===== src/rtl/echo_pkg.sv =====
// Shared definitions for the echo delay-line controller.
//   state_e    : controller sequencing states
//   FEEDBACK_W : width of the unsigned feedback gain (value/256)
package echo_pkg;

  localparam int FEEDBACK_W = 8;

  typedef enum logic [2:0] {
    CLEAR = 3'd0,
    IDLE  = 3'd1,
    READ  = 3'd2,
    WAIT  = 3'd3,
    WRITE = 3'd4
  } state_e;

endpackage


===== src/rtl/echo_feedback_sat.sv =====
// Combinational scale-add-saturate for the echo feedback path:
//   result = sat(in_sample + ((delayed * feedback) >>> 8))
// Ports:
//   in_sample : new input sample (signed)
//   delayed   : sample read back from the delay line (signed)
//   feedback  : unsigned gain, value/256
//   result    : sum clamped to the signed range of width bits
module echo_feedback_sat
  import echo_pkg::*;
#(
  parameter int width = 16
) (
  input  logic signed [width-1:0]      in_sample,
  input  logic signed [width-1:0]      delayed,
  input  logic        [FEEDBACK_W-1:0] feedback,
  output logic signed [width-1:0]      result
);

  localparam logic signed [width+8:0] MAX_W = {10'b0, {(width-1){1'b1}}};
  localparam logic signed [width+8:0] MIN_W = {{10{1'b1}}, {(width-1){1'b0}}};

  logic signed [width+8:0] delayed_x;
  logic signed [width+8:0] gain_x;
  logic signed [width+8:0] in_x;
  logic signed [width+8:0] product;
  logic signed [width+8:0] sum_w;

  always_comb begin
    delayed_x = {{9{delayed[width-1]}}, delayed};
    // Gain is zero-extended so it is always non-negative.
    gain_x    = {{(width+1){1'b0}}, feedback};
    in_x      = {{9{in_sample[width-1]}}, in_sample};
    product   = delayed_x * gain_x;
    sum_w     = (product >>> 8) + in_x;
    if (sum_w > MAX_W) begin
      result = MAX_W[width-1:0];
    end else if (sum_w < MIN_W) begin
      result = MIN_W[width-1:0];
    end else begin
      result = sum_w[width-1:0];
    end
  end

endmodule


===== src/rtl/echo_delay_controller.sv =====
// Echo delay-line sequencer. Clears the external single-port RAM after
// reset, then per accepted sample reads the word delay_len+1 samples old,
// emits it as the wet output and writes back input + scaled feedback.
// Ports:
//   clk, reset_n            : clock, async active-low reset
//   in_valid/in_ready/in_data : input sample handshake
//   delay_len, feedback     : delay (delay_len+1 samples) and gain, latched per sample
//   out_valid/out_data      : one-cycle pulse with the delayed sample
//   ram_addr/ram_write_en/ram_write_data/ram_read_data : RAM port
module echo_delay_controller
  import echo_pkg::*;
#(
  parameter  int width = 16,
  parameter  int size  = 256,
  localparam int aw    = $clog2(size)
) (
  input  logic                  clk,
  input  logic                  reset_n,
  input  logic                  in_valid,
  output logic                  in_ready,
  input  logic [width-1:0]      in_data,
  input  logic [aw-1:0]         delay_len,
  input  logic [FEEDBACK_W-1:0] feedback,
  output logic                  out_valid,
  output logic [width-1:0]      out_data,
  output logic [aw-1:0]         ram_addr,
  output logic                  ram_write_en,
  output logic [width-1:0]      ram_write_data,
  input  logic [width-1:0]      ram_read_data
);

  state_e                state_q, state_d;
  logic [aw-1:0]         ptr_q, ptr_d;
  logic [aw-1:0]         clear_addr_q, clear_addr_d;
  logic [aw-1:0]         delay_len_q, delay_len_d;
  logic [FEEDBACK_W-1:0] feedback_q, feedback_d;
  logic [width-1:0]      in_data_q, in_data_d;
  logic [width-1:0]      delayed_q, delayed_d;
  logic [width-1:0]      wdata_q, wdata_d;
  logic [width-1:0]      out_data_q, out_data_d;
  logic                  in_ready_q, in_ready_d;
  logic                  out_valid_q, out_valid_d;
  logic [width-1:0]      sat_result;

  echo_feedback_sat #(
    .width(width)
  ) u_feedback_sat (
    .in_sample(in_data_q),
    .delayed  (ram_read_data),
    .feedback (feedback_q),
    .result   (sat_result)
  );

  always_comb begin
    state_d      = state_q;
    ptr_d        = ptr_q;
    clear_addr_d = clear_addr_q;
    delay_len_d  = delay_len_q;
    feedback_d   = feedback_q;
    in_data_d    = in_data_q;
    delayed_d    = delayed_q;
    wdata_d      = wdata_q;
    out_data_d   = out_data_q;
    in_ready_d   = in_ready_q;
    out_valid_d  = 1'b0;
    case (state_q)
      CLEAR: begin
        // size is a power of two, so the counter wraps back to 0 on exit.
        clear_addr_d = clear_addr_q + aw'(1);
        if (clear_addr_q == '1) begin
          state_d    = IDLE;
          in_ready_d = 1'b1;
        end
      end
      IDLE: begin
        if (in_valid && in_ready_q) begin
          in_data_d   = in_data;
          feedback_d  = feedback;
          delay_len_d = delay_len;
          in_ready_d  = 1'b0;
          state_d     = READ;
        end
      end
      READ: begin
        state_d = WAIT;
      end
      WAIT: begin
        delayed_d = ram_read_data;
        wdata_d   = sat_result;
        state_d   = WRITE;
      end
      WRITE: begin
        out_data_d  = delayed_q;
        out_valid_d = 1'b1;
        // >= rather than == so a shortened delay still wraps a pointer
        // that already sits beyond the new length.
        ptr_d       = (ptr_q >= delay_len_q) ? '0 : ptr_q + aw'(1);
        in_ready_d  = 1'b1;
        state_d     = IDLE;
      end
      default: begin
        state_d = CLEAR;
      end
    endcase
  end

  always_ff @(posedge clk or negedge reset_n) begin
    if (!reset_n) begin
      state_q      <= CLEAR;
      ptr_q        <= '0;
      clear_addr_q <= '0;
      delay_len_q  <= '0;
      feedback_q   <= '0;
      in_data_q    <= '0;
      delayed_q    <= '0;
      wdata_q      <= '0;
      out_data_q   <= '0;
      in_ready_q   <= 1'b0;
      out_valid_q  <= 1'b0;
    end else begin
      state_q      <= state_d;
      ptr_q        <= ptr_d;
      clear_addr_q <= clear_addr_d;
      delay_len_q  <= delay_len_d;
      feedback_q   <= feedback_d;
      in_data_q    <= in_data_d;
      delayed_q    <= delayed_d;
      wdata_q      <= wdata_d;
      out_data_q   <= out_data_d;
      in_ready_q   <= in_ready_d;
      out_valid_q  <= out_valid_d;
    end
  end

  assign in_ready       = in_ready_q;
  assign out_valid      = out_valid_q;
  assign out_data       = out_data_q;
  assign ram_write_en   = (state_q == CLEAR) || (state_q == WRITE);
  assign ram_addr       = (state_q == CLEAR) ? clear_addr_q : ptr_q;
  assign ram_write_data = (state_q == WRITE) ? wdata_q : '0;

endmodule


===== config.mk =====
export PLATFORM = sky130hd
export DESIGN_NAME = echo_delay_controller
export DESIGN_NICKNAME = d
export VERILOG_FILES = /design/src/rtl/echo_pkg.sv /design/src/rtl/echo_feedback_sat.sv /design/src/rtl/echo_delay_controller.sv
export SDC_FILE = /design/constraint.sdc
export NUM_CORES = 1
export LEC_CHECK = 0
export ABC_CLOCK_PERIOD_IN_PS = 6300
export CORE_MARGIN = 5
export CORE_UTILIZATION = 43
export CTS_CLUSTER_SIZE = 20
export DETAILED_ROUTE_END_ITERATION = 10
export PLACE_DENSITY = 0.65
export REMOVE_ABC_BUFFERS = 1
export SYNTH_ARGS = -nofsm -noshare
export SYNTH_HDL_FRONTEND = slang
export SYNTH_SLANG_ARGS = --single-unit

===== constraint.sdc =====
create_clock -name clk -period 6.3 [get_ports clk]
set_input_delay 1.89 -clock clk [delete_from_list [all_inputs] [get_ports clk]]
set_output_delay 1.89 -clock clk [all_outputs]
set_load 0.02 [all_outputs]

---- Word-level counts from Yosys, hierarchy flattened ----
Cells that the tools add are included.
word-level totals
  input port bits ......................... 51
  flip-flop bits (word level) ............. 101
cells by class
  $mul .................................... 1
  eq/ne operators ......................... 7
  $lt $le $gt $ge ......................... 3
  reductions and logical operators ........ 7
  add/subtract/negate cells ............... 3
  mux-type cells .......................... 12
operator list
  operator                                                                           count
  16-bit 2-to-1 mux                                                                  3
  25-bit by 16-bit greater-than comparator with 1-bit output, second input constant  1
  25-bit by 16-bit < comparator with 1-bit output, second input constant             1
  16-bit by 9-bit multiplier with 25-bit output                                      1
  17-bit by 16-bit adder with 18-bit output                                          1
  8-bit by 1-bit adder with 8-bit output, second input constant                      2
  8-bit 2-to-1 mux                                                                   2
  3-bit case mux with 5 select lines                                                 1
  8-bit equality test, second input constant                                         1
  8-bit greater-or-equal comparator                                                  1
  3-bit by 2-bit equality test with 1-bit output, second input constant              2
  3-bit 2-to-1 mux                                                                   2
  2-bit != test, second input constant                                               2
  2-bit AND reduction                                                                2
  3-bit by 1-bit equality test with 1-bit output, second input constant              1
  3-bit equality test, second input constant                                         1
  3-bit zero test                                                                    1
  1-bit 2-to-1 mux                                                                   3
  1-bit case mux with 3 select lines                                                 1
  3-bit AND reduction                                                                1
  3-bit nonzero test                                                                 1
  1-bit logical AND                                                                  1
  1-bit logical OR                                                                   1

---- Logic depth before layout (Yosys ltp) ----
  depth after elaboration ................. 5
  depth in mapped cells ................... 29

---- Modules after synthesis ----
Synthesis repeated with hierarchy kept, for this count alone.
unflattened totals
  cells, all modules ...................... 1076
  area total of the unflattened synthesis .. 9903.2 sq um
by module, submodules not included
  module                 cells an instance  area each (sq um)  seq. area each (sq um)  times used
  echo_feedback_sat      660                5540.3             0.0                     1
  echo_delay_controller  416                4362.9             2527.4                  1

---- Worst setup path after synthesis ----
No wires, ideal clock.
  path type ............................... input-to-reg
  start point ............................. in ram_read_data[5]
  end point ............................... reg wdata_q[11]
  setup time .............................. 0.123 ns
  data required time ...................... 6.177 ns
  slack ................................... -1.649 ns
  stages .................................. 29
  arrival time ............................ 7.826 ns
  cells stage by stage .................... clkbuf_1 -> nand2_1 -> fa_1 -> inv_1 -> fa_1 -> inv_1 -> fa_1 -> inv_1 -> fa_1 -> ha_1 -> a21o_1 -> a21oi_1 -> o211ai_1 -> a21oi_1 -> nor2_1 -> a21oi_1 -> o21ai_0 -> xnor2_1 -> ha_1 -> a21o_1 -> a21o_1 -> a211oi_2 -> o21ai_2 -> a21oi_4 -> xor2_4 -> nor2b_1 -> or3_1 -> buf_6 -> o221a_1
on the way
  longest elaborated chain between the ends .. 5
RTL lines
  element                                          RTL line                      source
  from (decl)                                      echo_delay_controller.sv:29   input logic [width-1:0] ram_read_data
  16-bit by 9-bit multiplier with 25-bit output *  echo_feedback_sat.sv:33       product = delayed_x * gain_x;
  17-bit by 16-bit adder with 18-bit output *      echo_feedback_sat.sv:34       sum_w = (product >>> 8) + in_x;
  25-bit by 16-bit < comparator with 1-bit output  echo_feedback_sat.sv:37       end else if (sum_w < MIN_W) begin
  16-bit 2-to-1 mux                                echo_feedback_sat.sv:37
  16-bit 2-to-1 mux *                              echo_feedback_sat.sv:35       if (sum_w > MAX_W) begin
  to (signal assigned)                             echo_delay_controller.sv:128  wdata_q <= wdata_d;
  to (decl)                                        echo_delay_controller.sv:39   logic [width-1:0] wdata_q, wdata_d;
Mark *: on every way between the ends. The rest lies on a longest branch, timed or not.
A chain may end at the register's enable or synchronous reset.

---- Worst setup path after layout ----
  start point ............................. in ram_read_data[3]
  end point ............................... reg wdata_q[12]
The elaborated chain is that of the path after synthesis.

==> results_dict.tcl <==
set metrics [dict create \
    status "finished with violations" \
    violations "negative setup slack" \
    std_cell_rows 54 \
    rsz0062_at_grt "true" \
    cp_top_family "adder cells" \
    synthSimpleGateAreaFrac_pct 17.3 \
    hp-class "reg2reg" \
    antenna_found_initial 1 \
    io_pins 94 \
    required_ns 6.53 \
    drc 0 \
    yosysWarnings 0 \
    cts.hold.buffers_added 0 \
    nFillCells 1912 \
    max_stage_delay_ns 0.57 \
    first_iter_violations 289 \
    syn_inst 1027 \
    reg2reg_setup_slack_ns -0.31 \
    fin_cells 1524 \
    die_h_um 159 \
    holdWs_ns 0.466 \
    ant_nets 0 \
    peakVddDrop_mv 0.100 \
    grt_pass1_vias 8196 \
    place_inst 1495 \
    drv_slew 0 \
    htreeDepth 3 \
    synth_area_per_cell_um2 9.29 \
    worstPathArrival_ns 7.76 \
    fin_nets 1466 \
    fin_worst_skew_ns 0.0125 \
    synth_area_leaders "dfrtp_1 27%, fa_1 21%, ha_1 9.7%, nand2_1 7.5%, inv_1 5.9%" \
    grt_pass1_wl_um 40400 \
    worst-path-buf-inv 3 \
    synth_edf_count 0 \
    cts_tree "built" \
    finalCritPeriodShare_pct 119 \
    synth_compound_area_share_pct 9.91 \
    clk_latency_ns 0.36 \
    muxShareOfSynthArea_pct 4.01 \
    max-cap-violations 0 \
    setup_viol 16 \
    synth_common_cells "190 x nand2_1, 151 x inv_1, 102 x fa_1" \
    setup.worst_path.class "in2reg" \
    synth-seq-area-share_pct 26.5 \
    synthXorXnorAreaFrac_pct 3.50 \
    root_buffer "clkbuf_16" \
    p_per_area_nw_per_um2 104 \
    finalCriticalPeriod_ns 7.52 \
    viasPerCell 5.02 \
    critPathSlowestCell "fa_1" \
    path_max_fanout 6 \
    start_util_pct 43.7 \
    diodes 0 \
    clock-sinks 101 \
    tightest_slew_ns 1.10 \
    pre_cts_ws_ns -2.52 \
    yosysMostFrequentCell "nand2_1" \
    ys_types 56 \
    grt_usage_pct 19.1 \
    end_kind "flop" \
    routabilityCongestion 0.856 \
    clk_pin_slew_worst_paths_ns 0.07 \
    drt-total-wl_um 23800 \
    dpl.hpwl_um 18400 \
    wl_per_cell_um 15.6 \
    final_hold_viol_count 0 \
    cts-buffers-inserted 9 \
    synth.cell_area_um2 9540 \
    ys_ff_latch 101 \
    die_width_um 159 \
    crit_path_frequent_cell "fa_1" \
    core_um2 21800 \
    first_pass_iters 5 \
    synth_area_leader_cell "dfrtp_1" \
    grt_max_degree 64 \
    fmax_mhz 133 \
    cts.path.max_buffers 2 \
    io_buffers 93 \
    vias 7647 \
    fin_ws_ns -1.22 \
    synthArstFlopShare_pct 100 \
    cellLeakagePower_uw 0.00660 \
    synthAdderAreaFrac_pct 31.1 \
    fp.dieArea_um2 25300 \
    drive_gt1_share_pct 24.2 \
    syn_to_final_growth_pct 31.3 \
    globalRouteOverflowTotal 0 \
    startpoint_type "input port" \
    synth_top_area_share_pct 26.5 \
    synth_top_family_by_area "adder cells" \
    ys.flop_type "dfrtp_1" \
    slew_headroom_pct 26.6 \
]
-- stage by stage --
| stage | TNS, ns | cell area, µm² | util [%] | total power [µW] |
|---|---|---|---|---|
| 6_report | -18.37 | 12500 | 57.4 | 1300 |
| 5_1_grt | -22.33 | 12500 | 57.4 | 1350 |
| 4_1_cts | -18.30 | 12300 | 56.4 | 1310 |
| 3_5_place_dp | -38.78 | 11700 | 53.5 | 734 |
| 3_3_place_gp | -35.45 | 11700 | 53.5 | 734 |
| 2_1_floorplan | -23.98 | 9380 | - | 662 |
-- layout by cell type, fill, tap and decap left out, types with 8 or more instances in the layout --
cell and count:
nand2_1 182, inv_1 145, buf_4 144, dfrtp_1 101
fa_1 98, clkdlybuf4s50_1 76, ha_1 64, and2_1 62
mux2_2 34, nor2_1 30, o21ai_0 29, xnor2_1 25
and3_1 23, a21oi_1 17, a21oi_2 11, a21o_1 10
o221a_1 10, clkbuf_16 9, and2_4 8, o21a_1 8
buf_6 8
-- what timing repair did --
item | in CTS | in global routing
gates resized for setup | 130 | 53
gates cloned | 1 | 1
pin swaps | 64 | 49
setup endpoints to repair | 16 | 16
buffers inserted | 7 | 4
endpoints found under the hold margin | 0 | 0
-- state kept, by name, summed over array words and instances (netlist names) --
name and cells:
wdata_q 16, feedback_q 8, in_data_q 16, in_ready 1, out_data 16, delayed_q 16, state_q 3, clear_addr_q 8
out_valid 1, delay_len_q 8, ptr_q 8
-- power by group --
group,leakage [µW],switching (µW),internal (µW)
sequential,0.00124,0,648
combinational,0.00522,35.9,38.4
clock,0.000141,264,312
-- worst paths after layout --
check,from,to,cells after the start
hold / removal,delayed_q[3]$_DFFE_PN0P_,out_data[3]$_DFFE_PN0P_,2
setup reg to reg,feedback_q[5]$_DFFE_PN0P_,wdata_q[12]$_DFFE_PN0P_,26
max in group asynchronous,reset_n,delayed_q[12]$_DFFE_PN0P_,2
min in group asynchronous,reset_n,clear_addr_q[7]$_DFFE_PN0P_,1
hold reg to reg,delayed_q[3]$_DFFE_PN0P_,out_data[3]$_DFFE_PN0P_,2
setup / recovery,ram_read_data[3],wdata_q[12]$_DFFE_PN0P_,27
-- cell families (layout without fill, tap and decap cells) --
| logic type | after synthesis | after routing |
|---|---|---|
| AO/OA/AOI/OAI | 137 | 138 |
| XOR/XNOR | 36 | 36 |
| adder cells (fa/ha/maj) | 176 | 176 |
| buffers and inverters | 191 | 406 |
| flip-flops | 101 | 101 |
| multiplexers | 34 | 34 |
| AND/OR/NAND/NOR | 352 | 353 |
-- worst min-delay path, cell delays in order (launching register included) --
cell and delay, ns:
dfrtp_1 0.34, nand2_1 0.05, nand2_1 0.05
-- metal layers --
layer	share of wire (%)	up-vias	track usage (%)
li1	-	3707	-
met1	43	3777	24.3
met2	51	145	33.8
met3	5.2	16	4.59
met4	0.80	2	3.26
met5	0.080	-	0
-- cell type report --
class / count / area [µm²] / area share (%)
Multi-Input combinational cell: 737 / 6730 / 53.8
Timing Repair Buffer: 239 / 2040 / 16.3
Clock inverter: 6 / 70.1 / 0.560
Sequential cell: 101 / 2530 / 20.2
Clock buffer: 10 / 229 / 1.83
Tap cell: 280 / 350 / 2.80
Inverter: 151 / 567 / 4.53
(Power assumes the default switching activity.)
